`src/rtl/esm_issue_scheduler.sv`:
```
// Slot allocator and single-port issue scheduler for the ESM instruction buffer.
// Define ESM_SCHED_RR_EN for round-robin issue selection; otherwise lowest candidate index wins.
module esm_issue_scheduler #(
    parameter  int bs = 16,
    localparam int IW = $clog2(bs)
) (
    input  logic          clk,
    input  logic          rst,
    input  logic          alloc_req,
    output logic          alloc_gnt,
    output logic [IW-1:0] alloc_index,
    output logic [0:bs-1] valid_entries,
    input  logic [0:bs-1] independent_instr,
    output logic          issue_valid,
    output logic [IW-1:0] issue_index,
    input  logic          issue_ready,
    input  logic          cmpl_valid,
    input  logic [IW-1:0] cmpl_index,
    output logic          cmpl_err,
    output logic          full,
    output logic          empty,
    output logic [IW:0]   occupancy
);

    typedef enum logic [1:0] {
        S_FREE    = 2'd0,
        S_WAITING = 2'd1,
        S_ISSUED  = 2'd2
    } slot_state_e;

    typedef enum logic {
        ST_IDLE  = 1'b0,
        ST_OFFER = 1'b1
    } fsm_e;

    slot_state_e   slot_q [bs];
    slot_state_e   slot_d [bs];
    fsm_e          fsm_q, fsm_d;
    logic [IW-1:0] issue_index_q, issue_index_d;
    logic [0:bs-1] valid_entries_q, valid_entries_d;
    logic [IW:0]   occupancy_q, occupancy_d;
    logic          cmpl_err_q, cmpl_err_d;

    logic [0:bs-1] cand;
    logic          handshake;
    logic          cmpl_legal;
    logic          sel_found;
    logic [IW-1:0] sel_index;
    logic [IW-1:0] search_start;
    logic [IW-1:0] probe;

    assign full      = (occupancy_q == (IW+1)'(bs));
    assign empty     = (occupancy_q == '0);
    assign alloc_gnt = alloc_req & ~full;

    // Lowest FREE slot from registered state; a slot freed this cycle is only visible next cycle.
    always_comb begin
        alloc_index = '0;
        for (int i = bs - 1; i >= 0; i--) begin
            if (slot_q[i] == S_FREE) alloc_index = IW'(i);
        end
    end

    assign handshake  = (fsm_q == ST_OFFER) && issue_ready;
    assign cmpl_legal = cmpl_valid && (slot_q[cmpl_index] == S_ISSUED);

    always_comb begin
        for (int i = 0; i < bs; i++) begin
            cand[i] = (slot_q[i] == S_WAITING) && independent_instr[i]
                      && !((fsm_q == ST_OFFER) && (issue_index_q == IW'(i)));
        end
    end

`ifdef ESM_SCHED_RR_EN
    logic [IW-1:0] rr_ptr_q, rr_ptr_d;

    // The pointer moves past a slot the moment it is accepted, so a back-to-back reload already sees it.
    assign rr_ptr_d     = handshake ? issue_index_q + 1'b1 : rr_ptr_q;
    assign search_start = rr_ptr_d;

    always_ff @(posedge clk or negedge rst) begin
        if (!rst) rr_ptr_q <= '0;
        else      rr_ptr_q <= rr_ptr_d;
    end
`else
    assign search_start = '0;
`endif

    // Scan starting at search_start; the IW-bit sum wraps from bs-1 back to 0.
    always_comb begin
        sel_found = 1'b0;
        sel_index = '0;
        probe     = '0;
        for (int k = 0; k < bs; k++) begin
            probe = search_start + IW'(k);
            if (!sel_found && cand[probe]) begin
                sel_found = 1'b1;
                sel_index = probe;
            end
        end
    end

    // NOTE: every always_comb output gets a default first so no path leaves it unassigned (no latch).
    always_comb begin
        fsm_d         = fsm_q;
        issue_index_d = issue_index_q;
        unique case (fsm_q)
            ST_IDLE: begin
                if (sel_found) begin
                    fsm_d         = ST_OFFER;
                    issue_index_d = sel_index;
                end
            end
            ST_OFFER: begin
                if (issue_ready) begin
                    if (sel_found) issue_index_d = sel_index;
                    else           fsm_d         = ST_IDLE;
                end
            end
            default: fsm_d = ST_IDLE;
        endcase
    end

    // Alloc, issue and completion always touch three different slots (FREE, WAITING, ISSUED).
    always_comb begin
        slot_d = slot_q;
        if (alloc_gnt)  slot_d[alloc_index]   = S_WAITING;
        if (handshake)  slot_d[issue_index_q] = S_ISSUED;
        if (cmpl_legal) slot_d[cmpl_index]    = S_FREE;
        for (int i = 0; i < bs; i++) begin
            valid_entries_d[i] = (slot_d[i] != S_FREE);
        end
        occupancy_d = occupancy_q + (IW+1)'(alloc_gnt) - (IW+1)'(cmpl_legal);
        cmpl_err_d  = cmpl_valid & ~cmpl_legal;
    end

    // NOTE: the slot-state array is control state, not data storage, so it must be reset.
    always_ff @(posedge clk or negedge rst) begin
        if (!rst) begin
            slot_q          <= '{default: S_FREE};
            fsm_q           <= ST_IDLE;
            issue_index_q   <= '0;
            valid_entries_q <= '0;
            occupancy_q     <= '0;
            cmpl_err_q      <= 1'b0;
        end else begin
            slot_q          <= slot_d;
            fsm_q           <= fsm_d;
            issue_index_q   <= issue_index_d;
            valid_entries_q <= valid_entries_d;
            occupancy_q     <= occupancy_d;
            cmpl_err_q      <= cmpl_err_d;
        end
    end

    assign issue_valid   = (fsm_q == ST_OFFER);
    assign issue_index   = issue_index_q;
    assign valid_entries = valid_entries_q;
    assign occupancy     = occupancy_q;
    assign cmpl_err      = cmpl_err_q;

endmodule

```
`config.mk`:
```
export PLATFORM = sky130hd
export DESIGN_NAME = esm_issue_scheduler
export DESIGN_NICKNAME = d
export VERILOG_FILES = /design/src/rtl/esm_issue_scheduler.sv
export SDC_FILE = /design/constraint.sdc
export NUM_CORES = 1
export LEC_CHECK = 0
export ABC_AREA = 0
export CELL_PAD_IN_SITES_DETAIL_PLACEMENT = 1
export CELL_PAD_IN_SITES_GLOBAL_PLACEMENT = 2
export CORE_UTILIZATION = 36
export CTS_CLUSTER_DIAMETER = 40
export CTS_CLUSTER_SIZE = 14
export DETAILED_ROUTE_END_ITERATION = 8
export GPL_TIMING_DRIVEN = 0
export PLACE_DENSITY = 0.91
export SKIP_CTS_REPAIR_TIMING = 1
export SLEW_MARGIN = 20
export SYNTH_ARGS = -nofsm -noshare
export SYNTH_HDL_FRONTEND = slang
export SYNTH_SLANG_ARGS = --single-unit
```
`constraint.sdc`:
```
create_clock -name clk -period 6.5 [get_ports clk]
set_clock_uncertainty 0.15 [all_clocks]
set_input_delay 1.3 -clock clk [delete_from_list [all_inputs] [get_ports clk]]
set_output_delay 1.3 -clock clk [all_outputs]
set_load 0.005 [all_outputs]
```
==> results of run 1 <==
## how the worst min path moves through the flow
stage / endpoint / slack [ns] / depth (start not counted)
after floorplan: slot_q[25] / 0.36 / 2
after global placement: slot_q[25] / 0.41 / 2
after detailed placement: slot_q[29] / 0.43 / 2
after CTS: slot_q[29] / 0.44 / 2
after global routing: slot_q[3] / 0.49 / 1
final: slot_q[29] / 0.44 / 2
## power groups by stage
stage               Clock, uW  Sequential (uW)  Combinational, uW
global route              415              796               1720
finish                    395              777               1580
CTS                       400              771               1560
detailed placement          0              777               1550
floorplan                   0              704                983
global placement            0              770               1500
## final cells by class
type / instances / area [um2] / area share [%]
well taps: 136 / 170 / 3.43
clock inverters: 5 / 75.1 / 1.51
inverters: 22 / 82.6 / 1.67
plain buffers: 13 / 68.8 / 1.39
clock buffers: 11 / 151 / 3.05
multi-input cells: 358 / 2340 / 47.3
repair buffers: 58 / 588 / 11.9
flip-flops and latches: 59 / 1480 / 29.8
## registers in the layout, summed over array words and instances (netlist names)
signal         flops
slot_q            32
occupancy          5
valid_entries     16
issue_index        4
cmpl_err           1
issue_valid        1
## layout by cell type (no fill, tap or decap), drive strengths merged, types with 4 or more instances in the layout
cell type,n
nor2,70
nand2,31
nand2b,12
dfrtp,59
or2,6
and3b,6
o22a,7
clkdlybuf4s50,56
clkbuf,18
o31ai,5
nand3b,10
nor3,16
o21ai,19
o2111ai,4
nor2b,7
o21a,6
a21oi,33
a31oi,10
inv,22
ha,6
a2111oi,4
o22ai,16
nand4b,4
and2,6
nand3,11
a211oi,7
buf,8
## metal layers
metal,up-vias,global-route usage (%)
met4,0,9.20
met3,18,4.38
met1,2025,34.5
met2,119,42.1
li1,1831,-
met5,-,0
## critical path, delay by kind of cell
family	cells	cell delay, ns
buffers and inverters	5	1.12
adder cells (fa/ha/maj)	3	0.80
AND/OR/NAND/NOR	5	0.80
AO/OA/AOI/OAI	4	0.67
XOR/XNOR	1	0.12
## cells by family after synthesis
group,Yosys count,share of synthesized area [%]
AO/OA/AOI/OAI,136,24.4
AND/OR/NAND/NOR,208,30.0
adder cells (fa/ha/maj),7,2.39
multiplexers,3,1.39
buffers and inverters,35,3.81
flip-flops,59,37.2
XOR/XNOR,4,0.882
## stage by stage
stage | power (uW) | instance area, um2 | hold slack (ns)
6_report | 2750 | 4960 | 0.444
5_1_grt | 2930 | 4960 | 0.486
4_1_cts | 2730 | 4960 | 0.444
3_5_place_dp | 2330 | 4730 | 0.427
3_3_place_gp | 2270 | 4710 | 0.410
2_1_floorplan | 1690 | 3970 | 0.361
==> flow_metrics.env, run 1 <==
export IMPL_synth_top_area_cell="dfrtp_1"
export IMPL_route_detailed_drc=0
export IMPL_fin_crit_sh_pct=72.7
export IMPL_num_nets_final=553
export IMPL_hold_viol=0
export IMPL_fin_crit_ns=4.73
export IMPL_clock_tree_root_cell="clkbuf_8"
export IMPL_yosysMostFrequentCell="nor2_1"
export IMPL_dp_cells=646
export IMPL_setup_slack_ns=1.77
export IMPL_seqPwrFrac_pct=28.3
export IMPL_area_delta_synth_final_pct=24.8
export IMPL_numPortBuffers=57
export IMPL_rsz0062_at_grt="false"
export IMPL_final_cells=662
export IMPL_globalRouteOverflowTotal=0
export IMPL_crit_chain="clkdlybuf4s50_1, clkbuf_1, nand3b_1, o311ai_0, o21ai_0, or2_2, a31oi_1, and2_1, ha_1, inv_1, ha_1, inv_1, fa_1, inv_1, a21oi_1, nor2_1, nor2_1, xnor2_1"
export IMPL_holdCritStartpoint="slot_q[29]"
export IMPL_yosysTopAreaCellShare_pct=37.2
export IMPL_antenna_found_initial=0
export IMPL_post_place_ws_ns=1.42
export IMPL_outcome="finished, final reports clean"
export IMPL_power_frac_comb_pct=57.4
export IMPL_diodes=0
export IMPL_switchingPower_uw=1280
export IMPL_swShare_pct=46.4
export IMPL_post_dp_hpwl_um=10800
export IMPL_hp_class="flip-flop to flip-flop"
export IMPL_wl_met1_um=6470
export IMPL_cpMaxStageDelayCell="clkdlybuf4s50_1"
export IMPL_startpoint_type="input pin"
export IMPL_worstSetupStartpoint="cmpl_index[3]"
export IMPL_max_cap_violations=0
export IMPL_clock_sinks=59
export IMPL_path_clk_slew_ns=0.07
export IMPL_grtUsageTotal_pct=25.9
export IMPL_grt_first_pass_wirelength_um=22500
export IMPL_power_density_nw_per_um2=554
export IMPL_synth_nets=484
export IMPL_reg2reg_slack_ns=3.05
export IMPL_ys_top_cells_by_count="nor2_1 (68), dfrtp_1 (59), a21oi_1 (32)"
export IMPL_crit_top_cell="inv_1"
export IMPL_leakage_uw=0.00198
export IMPL_grt_pass1_vias=4147
export IMPL_cts_htree_levels=3
export IMPL_cp_arrival_ns=4.81
export IMPL_setup_viol=0
export IMPL_numCtsBuffers=9
export IMPL_ios=59
export IMPL_first_pass_iters=5
export IMPL_ys_warn_count=0
export IMPL_reg2reg_depth=16
export IMPL_drive_gt1_share_pct=11.2
export IMPL_wl_met2_um=6830
export IMPL_die_h_um=107
export IMPL_cts_tree="done"
export IMPL_yosysSeqAreaShare_pct=37.2
export IMPL_slowest_delay_ns=0.54
export IMPL_via_per_inst=6.03
export IMPL_routedWlPerCell_um=21.4
export IMPL_grt_start_max_net_pins=33
export IMPL_drt_iter0_drc=296
export IMPL_end_kind="flip-flop"
export IMPL_vias=3993
export IMPL_ir_worst_vdd_mv=0.234
export IMPL_power_internal_uw=1470
export IMPL_clockBufferDepth=2
export IMPL_fillers=1248
export IMPL_row_count=37
export IMPL_synth_edff_count=0
export IMPL_routed_top_layer="met4"
export IMPL_final_core_util_pct=47.2
export IMPL_p_clk_share_pct=14.4
export IMPL_async_flop_share_pct=100
export IMPL_yosys_top_cells_area="dfrtp_1 (37%), nor2_1 (6.4%), a21oi_1 (4.0%), nand2_1 (2.9%), o22ai_1 (2.5%)"
export IMPL_synthCells=452
export IMPL_syn_area_per_cell_um2=8.79
export IMPL_netlist_area_um2=3970
export IMPL_worstMarginPinSlew_ns=1.05
export IMPL_ys_flop_type="dfrtp_1"
export IMPL_gp_congestion=0.931
export IMPL_slew_headroom_pct=29.6
export IMPL_final_setup_tns_ns=0
export IMPL_clock_latency_ns=0.35
export IMPL_wirelength_um=14100
export IMPL_yosysUniqueCellTypes=78
export IMPL_die_area_um2=11500
export IMPL_crit_type="input pin to flip-flop"
export IMPL_crit_end="occupancy[4]"
export IMPL_die_w_um=107
export IMPL_start_util_pct=37.8
export IMPL_ys_ff_latch=59
export IMPL_critical_path_required_ns=6.59
export IMPL_drtAntennaViolNets=0
export IMPL_core_area_um2=10500
export IMPL_max_clock_freq_mhz=212
export IMPL_routed_wl_met3_um=626
export IMPL_r2r_end="occupancy[4]"
export IMPL_r2r_start="slot_q[30]"
export IMPL_cp_max_fo=10
export IMPL_drv_slew=0
No activity file was read; power rests on OpenSTA's default activity.
==> run 2, diff against run 1 <==
Settings changed: CORE_UTILIZATION 36 to 33, PLACE_DENSITY 0.91 to 0.85.
Clock period 6.5 ns to 4.51 ns, I/O delays scaled along.
==> run 2 against run 1 <==
  * The flow now finishes with violations (DRC)
  * Core utilization decreased by 3.6 points
  * Sequential cell count unchanged
  * Sequential power rose by 45%
  * Largest power group unchanged
  * Global-route usage shrank 1.8 points
  * Non-clock buffer count unchanged
  * Die area is 8.9% higher
  * Via count fell by 0.15%
  * First-iteration DRC count increased by 4.4%
  * Routed wire length grew 2.0%
  * Sequential share of layout area decreased by 0.51 points
==> flow_metrics.env, run 2 (synthesis results as in run 1) <==
export IMPL_row_count=39
export IMPL_rsz0062_at_grt="false"
export IMPL_power_density_nw_per_um2=814
export IMPL_cp_max_fo=10
export IMPL_largest_reg_flops=32
export IMPL_cp_arrival_ns=4.16
export IMPL_top_register="slot_q"
export IMPL_fillers=1365
export IMPL_wirelength_um=14400
export IMPL_r2r_start="slot_q[6]"
export IMPL_clockBufferDepth=2
export IMPL_outcome="finished, violations left"
export IMPL_seqCellArea_um2=1480
export IMPL_routedWlPerCell_um=21.6
export IMPL_slew_headroom_pct=27.1
export IMPL_route_detailed_drc=5
export IMPL_reg2reg_slack_ns=1.18
export IMPL_final_setup_tns_ns=0
export IMPL_slowest_delay_ns=0.53
export IMPL_via_per_inst=5.97
export IMPL_grt_pass1_vias=3997
export IMPL_numCtsBuffers=9
export IMPL_crit_top_cell="inv_1"
export IMPL_critPathBufInv=5
export IMPL_drive_gt1_share_pct=11.2
export IMPL_grt_first_pass_wirelength_um=22700
export IMPL_cts_tree="done"
export IMPL_grtUsageTotal_pct=24.1
export IMPL_cts_htree_levels=3
export IMPL_numPortBuffers=57
export IMPL_hp_class="input pin to asynchronous set/reset pin"
export IMPL_die_w_um=112
export IMPL_r2r_end="occupancy[4]"
export IMPL_vias=3987
export IMPL_hold_viol=0
export IMPL_max_clock_freq_mhz=245
export IMPL_final_common_cell="nor2_1"
export IMPL_ir_worst_vdd_mv=0.273
export IMPL_setup_viol=0
export IMPL_fin_crit_ns=4.09
export IMPL_die_h_um=112
export IMPL_grt_start_max_net_pins=33
export IMPL_core_area_um2=11600
export IMPL_path_delay_family="buffers and inverters"
export IMPL_globalRouteOverflowTotal=0
export IMPL_crit_chain="clkdlybuf4s50_1, clkbuf_2, nand3b_1, o311ai_0, o21ai_0, or2_2, a31oi_1, and2_1, ha_1, inv_1, ha_1, inv_1, fa_1, inv_1, a21oi_1, nor2_1, nor2_1, xnor2_1"
export IMPL_post_dp_hpwl_um=11000
export IMPL_area_delta_synth_final_pct=27.0
export IMPL_layout_common_cells="nor2_1 (68), dfrtp_1 (59), clkdlybuf4s50_1 (56)"
export IMPL_start_util_pct=34.4
export IMPL_num_nets_final=553
export IMPL_cpMaxStageDelayCell="clkdlybuf4s50_1"
export IMPL_fin_crit_sh_pct=90.7
export IMPL_diodes=0
export IMPL_startpoint_type="input pin"
export IMPL_drtAntennaViolNets=0
export IMPL_gp_congestion=0.886
export IMPL_drv_slew=0
export IMPL_ios=59
export IMPL_end_kind="flip-flop"
export IMPL_final_core_util_pct=43.6
export IMPL_clock_tree_root_cell="clkbuf_16"
export IMPL_multi_input_area_um2=2340
export IMPL_first_pass_iters=6
export IMPL_worstMarginPinSlew_ns=1.08
export IMPL_critical_path_required_ns=4.58
export IMPL_drt_iter0_drc=309
export IMPL_antenna_found_initial=0
export IMPL_die_area_um2=12500
export IMPL_clock_latency_ns=0.34
export IMPL_max_cap_violations=0
export IMPL_clock_sinks=59
export IMPL_reg2reg_depth=16
export IMPL_path_clk_slew_ns=0.05
export IMPL_leakage_uw=0.00201
export IMPL_violations="DRC"
export IMPL_crit_type="input pin to flip-flop"
run 2: cell types whose count changed in the layout (fill, tap and decap cells not counted), sizes merged:
cell,delta
clkinvlp,+2
bufinv,-1
clkinv,-2
run 2: worst max path at each step:
stage | depth (start not counted) | slack, ns | start | to
floorplan | 15 | 0.85 | cmpl_index[3] | occupancy[4]
global placement | 18 | -0.07 | cmpl_index[3] | occupancy[4]
detailed placement | 18 | -0.17 | cmpl_index[3] | occupancy[4]
CTS | 18 | 0.19 | cmpl_index[3] | occupancy[4]
global route | 18 | 0.11 | cmpl_index[3] | occupancy[4]
finish | 18 | 0.42 | cmpl_index[3] | occupancy[4]
run 2: per-layer routing:
metal / GRT usage, % / part of all wire (%) / vias up
met5: 0 / 0 / -
met2: 40.1 / 49 / 112
met1: 32.1 / 45 / 2031
met4: 8.20 / 1.3 / 0
met3: 3.32 / 4.8 / 16
li1: - / - / 1828
run 2: through the flow:
step	cell area (um2)	setup slack (ns)	total power (uW)	hold WS [ns]	instances
finish	5040	0.422	4110	0.361	668
global route	5040	0.110	4370	0.395	668
CTS	5040	0.191	4100	0.372	668
detailed placement	4740	-0.168	3360	0.429	653
global placement	4720	-0.0698	3290	0.411	652
floorplan	3970	0.848	2430	0.361	452
run 2: power breakdown:
group	switching (uW)	internal (uW)
clock	253	453
sequential	347	779
combinational	1270	1010
run 2: layout make-up:
class | instances | area share [%]
multi-input combinational | 358 | 46.5
sequential | 59 | 29.3
timing repair buffer | 58 | 11.7
clock buffer | 11 | 5.01
tap | 143 | 3.55
inverter | 22 | 1.64
buffer | 13 | 1.39
clock inverter | 4 | 0.992
run 2: worst register-to-register path, stage by stage, from the launching register on:
cell and delay (ns):
dfrtp_1 0.46, nand2b_1 0.19, mux4_2 0.53, nor2_1 0.12, a211oi_1 0.06, a31oi_1 0.20
and2_1 0.16, ha_1 0.22, inv_1 0.06, ha_1 0.16, inv_1 0.05, fa_1 0.39
inv_1 0.08, a21oi_1 0.06, nor2_1 0.12, nor2_1 0.07, xnor2_1 0.13
